**src/rtl/seq1001_pkg.sv**
```systemverilog
// ---------------------------------------------------------------------------
// seq1001_pkg
//   Shared definitions for the 1001 serial stimulus transmitter and its
//   non-overlapping Mealy reference model.
//
//   Contents:
//     tx_state_e   transmitter FSM states (TX_IDLE, TX_SHIFT)
//     det_state_e  reference detector states (DET_S0, DET_S1, DET_S10,
//                  DET_S100), 2-bit encoding
//     PATTERN      the detected sequence, 4'b1001, first bit in [3]
//     det_next()   next-state function of the reference detector
// ---------------------------------------------------------------------------
package seq1001_pkg;

    typedef enum logic [0:0] {
        TX_IDLE  = 1'b0,
        TX_SHIFT = 1'b1
    } tx_state_e;

    typedef enum logic [1:0] {
        DET_S0   = 2'd0,
        DET_S1   = 2'd1,
        DET_S10  = 2'd2,
        DET_S100 = 2'd3
    } det_state_e;

    localparam logic [3:0] PATTERN = 4'b1001;

    // Each state names the prefix of PATTERN already matched. A bit that
    // breaks the match falls back to S1 when it is a 1 (a fresh leading 1),
    // otherwise to S0. Completing the pattern from S100 returns to S0 so
    // that matches never share bits.
    function automatic det_state_e det_next(input det_state_e cur, input logic bitIn);
        det_state_e nxt;
        case (cur)
            DET_S0:   nxt = (bitIn == PATTERN[3]) ? DET_S1   : DET_S0;
            DET_S1:   nxt = (bitIn == PATTERN[2]) ? DET_S10  : DET_S1;
            DET_S10:  nxt = (bitIn == PATTERN[1]) ? DET_S100 : DET_S1;
            DET_S100: nxt = DET_S0;
            default:  nxt = DET_S0;
        endcase
        return nxt;
    endfunction

endpackage

```
**src/rtl/seq1001_ref_fsm.sv**
```systemverilog
// ---------------------------------------------------------------------------
// seq1001_ref_fsm
//   Golden non-overlapping 1001 Mealy detector. Clocked on the serial line
//   every cycle (idle bits included) and reports where a compliant detector
//   must fire. Usable on its own as the reference in detector benches.
//
//   Ports:
//     clk_i      rising-edge clock
//     rst_ni     asynchronous reset, active-low (state returns to DET_S0)
//     signal_i   serial bit observed this cycle
//     exp_out_o  1 in the same cycle as the final bit of a 1001 match
// ---------------------------------------------------------------------------
module seq1001_ref_fsm
    import seq1001_pkg::*;
(
    input  logic clk_i,
    input  logic rst_ni,
    input  logic signal_i,
    output logic exp_out_o
);

    det_state_e state_q;

    always_ff @(posedge clk_i or negedge rst_ni) begin
        if (!rst_ni) begin
            state_q <= DET_S0;
        end else begin
            state_q <= det_next(state_q, signal_i);
        end
    end

    // Mealy output: fires combinationally with the fourth pattern bit.
    assign exp_out_o = (state_q == DET_S100) & (signal_i == PATTERN[0]);

endmodule

```
**src/rtl/seq1001_tx.sv**
```systemverilog
// ---------------------------------------------------------------------------
// seq1001_tx
//   Serial stimulus transmitter for the 1001 detector path. Parallel words
//   arrive over a load/ready handshake and are shifted out MSB-first on a
//   registered 1-bit line, one bit per clock, with no gap between words
//   when load is held across the final bit.
//
//   Parameters:
//     WIDTH       bits per word, legal 2..32 (default 8)
//     IDLE_LEVEL  level driven on signal_o when no word is in flight
//
//   Ports:
//     clk_i      rising-edge clock
//     rst_ni     asynchronous reset, active-low; aborts any word in flight
//     load_i     word valid; accepted when load_i && ready_o at a rising edge
//     data_in_i  word to serialise, MSB first
//     ready_o    a word can be accepted this cycle
//     signal_o   registered serial output
//     busy_o     a word bit is on signal_o this cycle
//     last_o     the LSB of the word is on signal_o this cycle
//     exp_out_o  expected detector output (only with SEQ1001_TX_EXPECT_EN)
//
//   Build option:
//     SEQ1001_TX_EXPECT_EN  adds exp_out_o driven by an internal
//                           seq1001_ref_fsm watching signal_o.
// ---------------------------------------------------------------------------
module seq1001_tx
    import seq1001_pkg::*;
#(
    parameter int   WIDTH      = 8,
    parameter logic IDLE_LEVEL = 1'b0
) (
    input  logic             clk_i,
    input  logic             rst_ni,
    input  logic             load_i,
    input  logic [WIDTH-1:0] data_in_i,
    output logic             ready_o,
    output logic             signal_o,
    output logic             busy_o,
    output logic             last_o
`ifdef SEQ1001_TX_EXPECT_EN
    ,
    output logic             exp_out_o
`endif
);

    localparam int CW = $clog2(WIDTH);

    tx_state_e        state_q;
    logic [WIDTH-1:0] shift_q;
    logic [CW-1:0]    cnt_q;
    logic [CW-1:0]    cnt_d;
    logic             signal_q;
    logic             busy_q;
    logic             last_q;
    logic             accept;

    // Ready depends only on registered state so the sender may derive load
    // from it without creating a combinational loop.
    assign ready_o = (state_q == TX_IDLE) | last_q;
    assign accept  = load_i & ready_o;
    assign cnt_d   = cnt_q - CW'(1);

    // The MSB goes straight to the output register on the accepting edge;
    // shift_q keeps the remaining bits left-aligned so its top bit is always
    // the next one to send. The counter tracks bits still to come after the
    // one on the line and is only reloaded on accept.
    always_ff @(posedge clk_i or negedge rst_ni) begin
        if (!rst_ni) begin
            state_q  <= TX_IDLE;
            shift_q  <= '0;
            cnt_q    <= '0;
            signal_q <= IDLE_LEVEL;
            busy_q   <= 1'b0;
            last_q   <= 1'b0;
        end else if (accept) begin
            state_q  <= TX_SHIFT;
            shift_q  <= {data_in_i[WIDTH-2:0], 1'b0};
            cnt_q    <= CW'(WIDTH - 1);
            signal_q <= data_in_i[WIDTH-1];
            busy_q   <= 1'b1;
            last_q   <= 1'b0;
        end else if (state_q == TX_SHIFT) begin
            if (last_q) begin
                state_q  <= TX_IDLE;
                signal_q <= IDLE_LEVEL;
                busy_q   <= 1'b0;
                last_q   <= 1'b0;
            end else begin
                shift_q  <= {shift_q[WIDTH-2:0], 1'b0};
                cnt_q    <= cnt_d;
                signal_q <= shift_q[WIDTH-1];
                last_q   <= (cnt_d == '0);
            end
        end
    end

    assign signal_o = signal_q;
    assign busy_o   = busy_q;
    assign last_o   = last_q;

`ifdef SEQ1001_TX_EXPECT_EN
    seq1001_ref_fsm u_ref_fsm (
        .clk_i     (clk_i),
        .rst_ni    (rst_ni),
        .signal_i  (signal_q),
        .exp_out_o (exp_out_o)
    );
`endif

endmodule
```
**config.mk**
```make
export PLATFORM = sky130hd
export DESIGN_NAME = seq1001_tx
export DESIGN_NICKNAME = d
export VERILOG_FILES = /design/src/rtl/seq1001_pkg.sv /design/src/rtl/seq1001_ref_fsm.sv /design/src/rtl/seq1001_tx.sv
export SDC_FILE = /design/constraint.sdc
export NUM_CORES = 1
export LEC_CHECK = 0
export CORE_MARGIN = 5
export CORE_UTILIZATION = 40
export DETAILED_ROUTE_END_ITERATION = 8
export MAX_ROUTING_LAYER = met4
export PLACE_DENSITY_LB_ADDON = 0.12
export SLEW_MARGIN = 10
export SYNTH_ARGS = -nofsm -noshare
export SYNTH_HDL_FRONTEND = slang
export SYNTH_SLANG_ARGS = --single-unit
```
**constraint.sdc**
```tcl
create_clock -name clk_i -period 1.8 [get_ports clk_i]
set_input_delay 0.54 -clock clk_i [delete_from_list [all_inputs] [get_ports clk_i]]
set_output_delay 0.54 -clock clk_i [all_outputs]
set_load 0.005 [all_outputs]
```
# Word level (Yosys, flattened, before mapping)
# Index checks and enable logic that the tools add are counted.
[word_totals]
wordCells = 34
latch_bits = 0
romBits = 0
output_inout_bits = 4
ramBits = 0
n_memories = 0
ff_bits = 15
[op_classes]
n_shift = 0
n_lt_le_gt_ge = 0
reduce_logical = 5
eq_ne = 1
div_mod_pow = 0
n_mul = 0
muxes = 18
add_sub_neg = 1
bitwise = 3
[op_table]
columns = ["op", "n"]
rows = [
  ["8-bit two-way mux", 3],
  ["1-bit two-way mux", 12],
  ["3-bit two-way mux", 3],
  ["2-bit AND reduction", 2],
  ["2-bit nonzero test", 2],
  ["3-bit zero test", 1],
  ["3-bit by 1-bit subtractor with 3-bit output (second input constant)", 1],
  ["2-bit by 1-bit != test with 1-bit output (second input constant)", 1],
  ["1-bit AND", 1],
  ["1-bit inverter", 1],
  ["1-bit OR", 1],
]

# Depth between registers and ports, before layout
[depth]
word_depth = 5
depth_mapped = 5

# Least setup slack after synthesis
# OpenSTA, ideal clock, no wires.
[synth_path]
path_type = "register -> output"
startpoint = "reg state_q"
endpoint = "out ready_o"
arrival_ns = 0.719
t_required_ns = 1.260
setup_slack_ns = 0.541
path_stages_with_launch = 4
cell_sequence = "dfrtp_1 > nor2b_2 > buf_6 > inv_4"
[synth_between]
elab_chain_cells = 2
[synth_lines]
columns = ["element", "line_no", "rtl"]
rows = [
  ["start: declaration", "seq1001_tx.sv:49", "tx_state_e state_q;"],
  ["start signal: assignment", "seq1001_tx.sv:70", "state_q <= TX_IDLE;"],
  ["start signal: assignment", "seq1001_tx.sv:77", "state_q <= TX_SHIFT;"],
  ["start signal: assignment", "seq1001_tx.sv:85", "state_q <= TX_IDLE;"],
  ["1-bit inverter", "seq1001_tx.sv:60", "assign ready_o = (state_q == TX_IDLE) | last_q;"],
  ["1-bit OR", "seq1001_tx.sv:60", ""],
  ["end: declaration", "seq1001_tx.sv:37", "output logic ready_o,"],
]
# Every way passes these cells.

# Worst setup path after layout
[layout_path]
startpoint = "reg last_q (netlist: last_o)"
endpoint = "out ready_o"
[layout_between]
elab_chain_cells = 1
[layout_lines]
columns = ["element", "line_no", "rtl"]
rows = [
  ["start: declaration", "seq1001_tx.sv:55", "logic last_q;"],
  ["start signal: assignment", "seq1001_tx.sv:93", "last_q <= (cnt_d == '0);"],
  ["1-bit OR", "seq1001_tx.sv:60", ""],
]
# Every way passes these cells.

==> out/qor.yml <==
layout:
  layoutNonFillerInstCount: 97
  final_common_cell: "dfrtp_1"
  diodes: 0
  final_cell_mix: "14 x dfrtp_1, 12 x clkdlybuf4s50_1, 8 x o21ai_0, 8 x mux2i_1"
  fin_util_pct: 55.9
  drive_above_1_share_pct: 16.0
  postLayoutCellArea_um2: 871
  areaGrowthSynthToFinish_pct: 29.4
  finalNetCount: 95
sta:
  finClkSkew_ns: 0.00101
  min_period_ns: 1.72
  drv_slew: 0
  final.period_utilization_pct: 95.5
  rsz0062_at_grt: "false"
  worstMarginPinSlew_ns: 0.232
  hold_viol: 0
  setup_viol: 0
  slew_headroom_pct: 84.5
  fmax_ghz: 0.582
  tns_ns: 0
clock_network:
  cts_hold_buffers: 0
  insertion_delay_ns: 0.28
  cts_made_buffers: 3
  cts_buffer_depth: 2
  cts_root_buffer: "clkbuf_4"
  clkSinkCount: 14
  tritoncts: "yes"
  cts_max_level: 1
  clk_transition_reported_paths_ns: 0.09
power:
  power.density_mw_per_mm2: 1520
  vdd_ir_drop_max_v: 0.00107
  p_total_mw: 1.32
  power_leakage_nw: 0.413
routing:
  vias: 485
  drt_pass1_iterations: 3
  drc: 0
  wl_per_cell_um: 12.5
  drtIter0Drc: 1
  detail-route-antenna-nets: 0
  routed_wl_mm: 1.22
  viasPerCell: 5.00
logic_synthesis:
  syn_area_um2: 673
  yosysWarnings: 0
  synth_top_cell_area_share_pct: 52.0
  synthDistinctLibCells: 19
  synth.area.top_cells: "dfrtp_1 52%, mux2i_1 12%, o21ai_0 5.9%, buf_6 5.0%, ha_1 3.7%"
  synthCells: 61
  syn_nets: 74
  yosysSeqAreaShare_pct: 52.0
  synth_top_cell_by_area: "dfrtp_1"
  ys_ff_latch: 14
  avgSynthCellArea_um2: 11.0
worst_setup_path:
  worstSetupStartpointType: "flop"
  required_ns: 1.26
  crit_path_end_kind: "output pin"
  arrival_ns: 1.18
  path_max_fanout: 5
  ff2ff_path_depth: 5
  criticalPathCategory: "flop to output pin"
placement:
  io_buffers: 14
  dpl.cell_count: 91
  placed_cell_area_um2: 822
  gp_congestion: 0.735
  dp_hpwl_um: 883
floorplanning:
  die_y_um: 51.0
  pin_count: 15
  num_rows: 14
  start_util_pct: 43.2
  fp.dieW_um: 51.0
  die-area_mm2: 0.00260
  core_area_mm2: 0.00156
job:
  max_cap_violations: 0
min_path:
  hold_path_class: "flop to flop"
  holdPathStages: 2
outcome:
  status: "finished clean"
global_routing:
  antenna_found_initial: 0
  grt_pass1_wl_mm: 2.13
  grt_overflow: 0
  grt_pass1_vias: 467
  track_usage_pct: 11.6
  grt_max_degree: 18
==> cell type report <==
class / count / area [um^2]
fill: 149 / 688
sequential: 14 / 350
multi-input combinational: 40 / 268
timing repair buffer: 20 / 183
clock buffer: 4 / 36.3
tap: 16 / 20.0
inverter: 3 / 13.8
==> state kept, by name (all words and copies together), names as in the netlist <==
| name | count |
|---|---|
| cnt_q | 3 |
| state_q | 1 |
| last_o | 1 |
| busy_o | 1 |
| shift_q | 7 |
| signal_o | 1 |
==> report_power, final <==
part,total (mW),switching [mW],internal [mW]
clock,0.229,0.106,0.123
sequential,0.529,0.0749,0.454
combinational,0.563,0.288,0.274
==> critical path, stage by stage, from the launching register on <==
cell and delay, ns:
dfrtp_1 0.39, nor2b_2 0.18, inv_4 0.06, dlygate4sd2_1 0.26
==> kinds of logic after synthesis <==
kind of cell	after synthesis	share of synthesized area (%)
AO/OA/AOI/OAI	14	11.5
AND/OR/NAND/NOR	15	11.3
XOR/XNOR	1	1.30
buffers and inverters	7	8.18
flip-flops	14	52.0
adder cells (fa/ha/maj)	2	3.72
multiplexers	8	11.9
==> metal layers <==
| layer | vias up | wire length [um] | global-route usage [%] |
|---|---|---|---|
| met1 | 227 | 576 | 14.6 |
| met2 | 8 | 539 | 14.6 |
| met4 | 0 | 8 | 8.07 |
| li1 | 248 | - | - |
| met3 | 2 | 90 | 4.94 |
| met5 | - | 0 | - |
==> worst paths after layout <==
path	start	to	slack (ns)
setup / recovery	last_o	ready_o	0.08
hold / removal	shift_q[4]	shift_q[5]	0.49
setup reg to reg	cnt_q[0]	last_o	0.65
hold reg to reg	shift_q[4]	shift_q[5]	0.49
max in group asynchronous	rst_ni	state_q	1.07
min in group asynchronous	rst_ni	busy_o	0.56
==> cells in the mapped netlist, drive strengths merged <==
library cell,count
nor3,2
nor2,4
xor2,1
nand2,6
o2bb2ai,1
nor2b,1
inv,3
dfrtp,14
mux2i,8
nand2b,2
buf,4
o21ai,10
ha,2
a21oi,2
a32oi,1
==> stage by stage <==
stage,hold slack (ns),worst slack [ns]
after detailed placement,0.472,0.110
after global routing,0.514,0.00574
after CTS,0.495,0.0623
final,0.488,0.0804
after global placement,0.463,0.130
after floorplan,0.244,0.541
==> repair_timing <==
item / in CTS / in global routing
endpoints found under the setup margin: 1 / 0
setup buffers: 2 / 0
gates resized for setup: 2 / 0
endpoints found under the hold margin: 0 / 0
No activity file was read; power rests on OpenSTA's default activity.
